===== config.mk =====
export PLATFORM = sky130hd
export DESIGN_NAME = sent_tx_frame_packer_flat
export DESIGN_NICKNAME = d
export VERILOG_FILES = /design/src/rtl/sent_tx_frame_packer_if.sv /design/src/rtl/sent_tx_frame_packer.sv /design/src/flat_wrapper.sv
export SDC_FILE = /design/constraint.sdc
export NUM_CORES = 1
export LEC_CHECK = 0
export ABC_AREA = 1
export CORE_AREA = 10 10 83 85
export CTS_BUF_LIST = sky130_fd_sc_hd__clkbuf_16
export DETAILED_ROUTE_END_ITERATION = 12
export DIE_AREA = 0 0 93 95
export PLACE_DENSITY = 0.79
export SLEW_MARGIN = 0
export SYNTH_ARGS = -nofsm -noshare
export SYNTH_HDL_FRONTEND = slang
export SYNTH_SLANG_ARGS = --single-unit

===== constraint.sdc =====
create_clock -name clk_tx -period 1.48 [get_ports clk_tx]
set_input_delay 0.296 -clock clk_tx [delete_from_list [all_inputs] [get_ports clk_tx]]
set_output_delay 0.296 -clock clk_tx [all_outputs]
set_load 0.02 [all_outputs]

===== src/rtl/sent_tx_frame_packer_if.sv =====
// Handshake and FIFO signals between the SENT TX frame packer and its environment.
interface sent_tx_frame_packer_if;
    logic        frame_req;
    logic [2:0]  load_bit;
    logic        busy;
    logic        done;
    logic [15:0] data_f1;
    logic [11:0] data_f2;
    logic        underflow;
    logic        underflow_clr;
    logic [11:0] data_in;
    logic        fifo_tx_empty;
    logic        read_enable_tx;

    modport master (
        output frame_req, load_bit, underflow_clr, data_in, fifo_tx_empty,
        input  busy, done, data_f1, data_f2, underflow, read_enable_tx
    );

    modport slave (
        input  frame_req, load_bit, underflow_clr, data_in, fifo_tx_empty,
        output busy, done, data_f1, data_f2, underflow, read_enable_tx
    );
endinterface


===== src/rtl/sent_tx_frame_packer.sv =====
// SENT TX data stage: paced fetch of one or two FIFO words and packing into data_f1/data_f2.
// Define SENT_TX_UNDERFLOW_HOLD_EN to repeat the last popped word per slot on FIFO underflow.
module sent_tx_frame_packer #(
    parameter int unsigned FETCH_GAP      = 6,
    parameter logic [11:0] UNDERFLOW_FILL = 12'h000
) (
    input logic                   clk_tx,
    input logic                   reset_tx,
    sent_tx_frame_packer_if.slave bus
);
    typedef enum logic [1:0] {StIdle, StGap, StPop, StPack} state_e;

    state_e      state_q, state_d;
    logic [2:0]  fmt_q, fmt_d;
    logic        two_q, two_d;
    logic        slot_q, slot_d;
    logic [4:0]  cnt_q, cnt_d;
    logic [11:0] w1_q, w1_d;
    logic [15:0] f1_q, f1_d;
    logic [11:0] f2_q, f2_d;
    logic        uf_q, uf_d;
    logic        accept;
    logic [11:0] fill_word, slot_word, w1_pk, w2_pk;

    if (FETCH_GAP < 2 || FETCH_GAP > 31) begin : g_gap_check
        $error("FETCH_GAP must be in 2..31");
    end

`ifdef SENT_TX_UNDERFLOW_HOLD_EN
    logic [1:0][11:0] hold_q;
    logic [1:0]       hold_vld_q;

    assign fill_word = hold_vld_q[slot_q] ? hold_q[slot_q] : UNDERFLOW_FILL;

    always_ff @(posedge clk_tx) begin
        if (reset_tx) begin
            hold_q     <= '0;
            hold_vld_q <= '0;
        end else if (state_q == StPop && !bus.fifo_tx_empty) begin
            hold_q[slot_q]     <= bus.data_in;
            hold_vld_q[slot_q] <= 1'b1;
        end
    end
`else
    assign fill_word = UNDERFLOW_FILL;
`endif

    assign slot_word = bus.fifo_tx_empty ? fill_word : bus.data_in;
    // The done cycle doubles as idle so back-to-back requests lose no cycle.
    assign accept    = bus.frame_req && (bus.load_bit != 3'b000) &&
                       (state_q == StIdle || state_q == StPack);
    assign w1_pk     = two_q ? w1_q : slot_word;
    assign w2_pk     = two_q ? slot_word : 12'h000;

    always_comb begin
        state_d = state_q;
        fmt_d   = fmt_q;
        two_d   = two_q;
        slot_d  = slot_q;
        cnt_d   = cnt_q;
        w1_d    = w1_q;
        f1_d    = f1_q;
        f2_d    = f2_q;
        uf_d    = uf_q & ~bus.underflow_clr;
        unique case (state_q)
            StIdle, StPack: begin
                state_d = StIdle;
                if (accept) begin
                    fmt_d   = bus.load_bit;
                    two_d   = (bus.load_bit == 3'b001) || (bus.load_bit[2:1] == 2'b11);
                    slot_d  = 1'b0;
                    cnt_d   = '0;
                    state_d = StGap;
                end
            end
            StGap: begin
                if (cnt_q == 5'(FETCH_GAP - 1)) begin
                    cnt_d   = '0;
                    state_d = StPop;
                end else begin
                    cnt_d = cnt_q + 5'd1;
                end
            end
            StPop: begin
                if (bus.fifo_tx_empty) begin
                    uf_d = 1'b1;
                end
                if (two_q && !slot_q) begin
                    w1_d    = slot_word;
                    slot_d  = 1'b1;
                    state_d = StGap;
                end else begin
                    // Outputs are registered on entry to PACK so they are valid with done.
                    state_d = StPack;
                    case (fmt_q)
                        3'b110: begin
                            f1_d = {2'b00, w1_pk, w2_pk[11:10]};
                            f2_d = {2'b00, w2_pk[9:0]};
                        end
                        3'b111: begin
                            f1_d = {w1_pk, w2_pk[11:8]};
                            f2_d = {4'h0, w2_pk[7:0]};
                        end
                        default: begin
                            f1_d = {4'h0, w1_pk};
                            f2_d = w2_pk;
                        end
                    endcase
                end
            end
            default: state_d = StIdle;
        endcase
    end

    always_ff @(posedge clk_tx) begin
        if (reset_tx) begin
            state_q <= StIdle;
            fmt_q   <= '0;
            two_q   <= 1'b0;
            slot_q  <= 1'b0;
            cnt_q   <= '0;
            w1_q    <= '0;
            f1_q    <= '0;
            f2_q    <= '0;
            uf_q    <= 1'b0;
        end else begin
            state_q <= state_d;
            fmt_q   <= fmt_d;
            two_q   <= two_d;
            slot_q  <= slot_d;
            cnt_q   <= cnt_d;
            w1_q    <= w1_d;
            f1_q    <= f1_d;
            f2_q    <= f2_d;
            uf_q    <= uf_d;
        end
    end

    assign bus.busy           = (state_q == StGap) || (state_q == StPop);
    assign bus.done           = (state_q == StPack);
    assign bus.read_enable_tx = (state_q == StPop) && !bus.fifo_tx_empty;
    assign bus.data_f1        = f1_q;
    assign bus.data_f2        = f2_q;
    assign bus.underflow      = uf_q;
endmodule


===== src/flat_wrapper.sv =====
// flat-port wrapper written by rule: the top's interface ports become plain ports
module sent_tx_frame_packer_flat 
#(
    parameter int unsigned FETCH_GAP      = 6,
    parameter logic [11:0] UNDERFLOW_FILL = 12'h000
)
  (clk_tx, reset_tx, bus_frame_req, bus_load_bit, bus_underflow_clr, bus_data_in, bus_fifo_tx_empty, bus_busy, bus_done, bus_data_f1, bus_data_f2, bus_underflow, bus_read_enable_tx);
  sent_tx_frame_packer_if bus_i ();
  input logic clk_tx;
  input logic reset_tx;
  input wire logic [$bits(bus_i.frame_req)-1:0] bus_frame_req;
  input wire logic [$bits(bus_i.load_bit)-1:0] bus_load_bit;
  input wire logic [$bits(bus_i.underflow_clr)-1:0] bus_underflow_clr;
  input wire logic [$bits(bus_i.data_in)-1:0] bus_data_in;
  input wire logic [$bits(bus_i.fifo_tx_empty)-1:0] bus_fifo_tx_empty;
  output wire logic [$bits(bus_i.busy)-1:0] bus_busy;
  output wire logic [$bits(bus_i.done)-1:0] bus_done;
  output wire logic [$bits(bus_i.data_f1)-1:0] bus_data_f1;
  output wire logic [$bits(bus_i.data_f2)-1:0] bus_data_f2;
  output wire logic [$bits(bus_i.underflow)-1:0] bus_underflow;
  output wire logic [$bits(bus_i.read_enable_tx)-1:0] bus_read_enable_tx;
  assign bus_i.frame_req = bus_frame_req;
  assign bus_i.load_bit = bus_load_bit;
  assign bus_i.underflow_clr = bus_underflow_clr;
  assign bus_i.data_in = bus_data_in;
  assign bus_i.fifo_tx_empty = bus_fifo_tx_empty;
  assign bus_busy = bus_i.busy;
  assign bus_done = bus_i.done;
  assign bus_data_f1 = bus_i.data_f1;
  assign bus_data_f2 = bus_i.data_f2;
  assign bus_underflow = bus_i.underflow;
  assign bus_read_enable_tx = bus_i.read_enable_tx;
  sent_tx_frame_packer #(.FETCH_GAP(FETCH_GAP), .UNDERFLOW_FILL(UNDERFLOW_FILL)) u_core (.clk_tx(clk_tx), .reset_tx(reset_tx), .bus(bus_i));
endmodule

=== Word level (Yosys, flattened, before mapping) ===
Index checks and enable logic that the tools add are counted.
Widths: inputs -> output; s select.

* Input bits: 20
* Register bits after elaboration: 53

* Add/sub/neg operators: 1
* Multiplexer cells: 17
* Equality and inequality tests: 11
* Reductions and logical operators: 19
* Bitwise operators: 3

{| class="wikitable"
|+ Operator list
! cell !! number
|-
| $mux 12 || 3
|-
| $pmux 16 s2 || 1
|-
| $pmux 12 s2 || 1
|-
| $mux 5 || 2
|-
| $pmux 5 s2 || 1
|-
| $reduce_and 2->1 || 4
|-
| $eq 2x2->1 const B || 3
|-
| $eq 3x3->1 const B || 2
|-
| $ne 2x1->1 const B || 3
|-
| $pmux 2 s3 || 1
|-
| $add 5x1->5 const B || 1
|-
| $eq 5x3->1 const B || 1
|-
| $mux 1 || 5
|-
| $logic_and 1x1->1 || 4
|-
| $mux 2 || 2
|-
| $reduce_bool 2->1 || 2
|-
| $eq 3x1->1 const B || 1
|-
| $logic_or 1x1->1 || 3
|-
| $reduce_and 3->1 || 1
|-
| $reduce_bool 3->1 || 1
|-
| $eq 2x1->1 const B || 1
|-
| $logic_not 1->1 || 2
|-
| $logic_not 2->1 || 1
|-
| $not 1->1 || 2
|-
| other kinds (3) || 3
|}

=== Depth between registers and ports, before layout ===
* Depth after elaboration: 5
* Mapped depth: 10
* Depth with buffers taken out: 10

=== Worst setup path after synthesis ===
Ideal clock, no wire load.

* Path kind: reg-to-reg
* Start point: register u_core.state_q[0]
* End point: register u_core.cnt_q[1]
* Slack: 0.029 ns
* Cell stages (with the launch flop): 9
* Library setup time: 0.116 ns
* Data arrival time: 1.335 ns
* Required time: 1.364 ns
* Cell sequence: dfxtp_1 inv_1 ha_1 inv_1 nand2_1 nand2_2 nand2_1 nand2_1 nor2_1

* Cells in the longest elaborated chain, start to end: 5
* Elaborated cells on any way between the ends: 10
* Classes of those cells: eq/ne: 3; mux: 1; reduce/logical: 6

{| class="wikitable"
|+ RTL lines
! what !! line !! source
|-
| start: declaration || sent_tx_frame_packer.sv:13 || <nowiki>state_e state_q, state_d;</nowiki>
|-
| start signal: assignment || sent_tx_frame_packer.sv:117 || <nowiki>state_q <= StIdle;</nowiki>
|-
| start signal: assignment || sent_tx_frame_packer.sv:127 || <nowiki>state_q <= state_d;</nowiki>
|-
| $eq 2x2->1 / $logic_not 2->1 (equally long branches) || sent_tx_frame_packer.sv:51, sent_tx_frame_packer.sv:65 ||
|-
| $logic_or 1x1->1 || sent_tx_frame_packer.sv:51 || <nowiki>(state_q == StIdle || state_q == StPack);</nowiki>
|-
| $logic_and 1x1->1 || sent_tx_frame_packer.sv:50 || <nowiki>assign accept = bus.frame_req && (bus.load_bit != 3'b000) &&</nowiki>
|-
| $ne 2x1->1 (no source line) || n/a ||
|-
| $reduce_and 2->1 (no source line) || n/a ||
|-
| end signal: assignment || sent_tx_frame_packer.sv:131 || <nowiki>cnt_q <= cnt_d;</nowiki>
|-
| end: declaration || sent_tx_frame_packer.sv:17 || <nowiki>logic [4:0] cnt_q, cnt_d;</nowiki>
|}

Several ways; a longest one is shown, not always the timed one.
A chain may end at the register's enable or synchronous reset.

=== Final worst setup path ===
* Start point: register u_core.state_q[0]
* End point: register u_core.cnt_q[0]

Same word-level chain as after synthesis.

==> summary.md <==
| Metric | Value |
|---|---|
| Top cell by count, worst path | `inv_2` |
| Initial Util | `0.493` |
| Status | `finished, final reports clean` |
| Share of cells above drive strength 1 | `0.140` |
| Worst reg-to-reg setup slack | `~0.082 ns` |
| Die H | `between 90 and 100 um` |
| Fin. Hold Viols | `0` |
| Total grt overflow | `0` |
| Top cells by area, synth | `dfxtp_1 (40%), nand2_1 (16%), nor2_1 (6.7%)` |
| Cell area after layout | `about 0.0036 mm2` |
| Crit path max-delay family | `buffers and inverters` |
| Max Fclk | `a little over 700 MHz` |
| CTS tree | `built` |
| Min Clock Period, post-route | `1.40 ns` |
| Worst skew pair latency | `slightly below 0.3 ns` |
| Final setup violation count | `0` |
| Diode count | `0` |
| Hold Path Sink | `u_core.bus.underflow` |
| Vias | `between 2,000 and 3,000` |
| Crit path buffers/inverters | `4` |
| Site row count | `27` |
| Initial antenna violation count | `0` |
| Met2 usage | `0.305` |
| Seq cells post-synth | `53` |
| Post-synthesis sequential area ratio | `0.403` |
| Most frequent cells in the layout | `nand2_1 (109), dfxtp_1 (52), nor2_1 (45), nand3_1 (35), a21oi_1 (33)` |
| Yosys top cell area share | `0.403` |
| Reg-to-reg endpoint | `u_core.cnt_q[0]` |
| Crit path kind | `reg2reg` |
| Critical path's slowest cell | `dfxtp_2` |
| Worst-path cell chain | `inv_2 -> ha_4 -> buf_4 -> nand2_2 -> inv_2 -> nand2_4 -> buf_6 -> nand3_1 -> a21oi_2` |
| TritonRoute pass-1 iters | `4` |
| First-pass GRT wire length | `11,900 um` |
| Antenna Nets Post-Route | `0` |
| Peak VDD IR | `between 0.0007 and 0.0008 V` |
| Root Driver | `clkbuf_16` |
| Power consumption | `4.43 mW` |
| DP HPWL | `5340 um` |
| CTS sink cnt | `53` |
| Final Max Slew Viols | `0` |
| Worst clock skew | `roughly 0.0028 ns` |
| Min-Delay Path Class | `in2reg` |
| Leak | `~1.6 nW` |
| DR WL/cell | `between 10 and 15 um` |
| Synthesized area | `roughly 0.0026 mm2` |
| GR Util met1 | `0.182` |
| Pwr dens | `1250 mW/mm2` |
| Ports | `between 50 and 60` |
| WHS Path Cells | `3` |
| Worst Max-Slew Pin Slew | `0.352 ns` |
| Unrepaired setup endpoints after global routing | `false` |
| GP Congestion | `~0.93` |
| Syn Area/Cell | `approximately 6.7 um2` |
| Rel. slew slack | `0.764` |
| Largest stage delay, worst path | `0.34 ns` |
| Register area | `0.00106 mm2` |
| Syn nets | `between 400 and 500` |
| Max H-tree Level | `2` |
| Most common cell after layout, fill and taps aside | `nand2_1` |
| Clock transition at path regs | `approximately 0.070 ns` |
| Drt initial violations | `between 200 and 250` |
| Grt met3 use | `0.0373` |
| Worst Setup Start Kind | `flip-flop` |
| Area of the multi-input gates | `approximately 0.0014 mm2` |
| Worst Path Required | `about 1.7 ns` |
| Syn Inst Count | `slightly below 400` |
| Synth warnings | `0` |
| Cts bufs inserted | `5` |
| Post-route DRC | `0` |
| Gr usage total | `0.165` |
| Post-Route WL | `about 7200 um` |
| Fill cells | `around 500` |
| Die X | `a little over 90 um` |
| Most area-hungry cell type in the Yosys netlist | `dfxtp_1` |
| Die area | `~0.009 mm2` |
| Deepest clock path buffer count | `2` |
| Setup crit end kind | `flip-flop` |
| Critical path fanouts, max | `6` |
| Pre-CTS setup slack | `-0.340 ns` |
| Min-delay src | `bus_fifo_tx_empty` |
| P&R area growth vs syn | `34.9%` |
| CTS Hold Buffers Added | `0` |
| Max-cap violation count | `0` |
| Setup WS post-layout | `about 0.082 ns` |
| Final Cycle Share | `0.945` |
| Largest net degree at the start of global routing | `32` |
| Core footprint | `~0.0053 mm2` |
| Vias in the first global route | `between 2,000 and 3,000` |
| IO Port Bufs | `between 50 and 60` |
| Unique cell type count in the Yosys netlist | `25` |
| Placed inst area | `about 0.0034 mm2` |
| Path depth of the worst reg2reg path | `9` |
| Critical R2R Launch | `u_core.state_q[0]` |
| Final Net Count | `488` |
| Via density | `between 5 and 6` |
| WP data arrival | `about 1.6 ns` |
| Most Crowded Layer GR | `met2` |
-- synthesized netlist by cell type --
cell	instances
nand2_1	113
inv_2	3
clkbuf_1	3
nor2_1	47
o21ai_0	27
buf_6	3
nor2_4	1
nand3_1	35
nand2_2	2
nand4_1	8
buf_2	7
dfxtp_1	53
o21ai_1	6
nand2_4	2
a22oi_1	2
a21oi_1	34
buf_1	1
nor3_1	1
inv_1	25
clkbuf_2	2
buf_4	2
or2_1	6
nor2_2	4
a31oi_1	1
ha_1	5
-- report_power, final --
group / internal [mW] / switching [mW]
Sequential: 1.58 / 0.0937
Clock: 0.612 / 0.505
Combinational: 0.671 / 0.966
Total: 2.87 / 1.57
-- metal layers --
metal	vias up	wire [um]
li1	1420	-
met1	1252	2980
met2	63	3720
met3	6	434
met4	0	76
met5	-	0
-- state kept, by name, indices dropped and copies added, names as in the netlist --
signal	cells
u_core.w1_q	12
u_core.state_q	2
u_core.bus.underflow	1
u_core.slot_q	1
u_core.cnt_q	5
u_core.bus.data_f2	12
u_core.bus.data_f1	16
u_core.fmt_q	3
u_core.two_q	1
-- per-stage QoR --
step	instances	hold slack [ns]	setup TNS [ns]	utilization
after floorplan	393	0.365	0	-
after global placement	527	0.449	-4.88	0.633
after detailed placement	527	0.457	-5.48	0.633
after CTS	534	0.464	0	0.653
after global routing	535	0.426	0	0.666
final	535	0.392	0	0.666
-- worst reg2reg max path: stages (launching register included) --
cell and delay, ns:
dfxtp_2 0.34, inv_2 0.04, ha_4 0.23, buf_4 0.14, nand2_2 0.07, inv_2 0.05
nand2_4 0.12, buf_6 0.14, nand3_1 0.09, a21oi_2 0.12
-- how the worst max path moves through the flow --
stage / from / depth (start not counted) / end
global placement: bus_fifo_tx_empty / 8 / u_core.bus.data_f1[13]
finish: u_core.state_q[0] / 9 / u_core.cnt_q[0]
detailed placement: bus_fifo_tx_empty / 8 / u_core.bus.data_f1[11]
CTS: u_core.state_q[0] / 4 / bus_busy
floorplan: u_core.state_q[0] / 8 / u_core.cnt_q[1]
global route: u_core.state_q[0] / 11 / u_core.cnt_q[3]
-- final cells by class --
cell class / count / area share
multi-input cells: 294 / 0.400
flip-flops and latches: 53 / 0.299
repair buffers: 81 / 0.207
clock buffers: 5 / 0.0352
inverters: 28 / 0.0303
well taps: 72 / 0.0254
clock inverters: 2 / 0.00317
-- cell families after synthesis --
family,Yosys count,share of synthesized area
simple gates,219,0.357
compound gates,70,0.135
flops,53,0.403
buf+inv,46,0.0812
fa+ha+maj,5,0.0238
-- what timing repair did --
action / in CTS / in global routing
setup buffers: 0 / 1
setup endpoints to repair: 42 / 33
pin swaps: 1 / 2
endpoints found under the hold margin: 0 / 0
gates resized for setup: 48 / 20
Note: power is estimated with default switching activity, not from simulation.
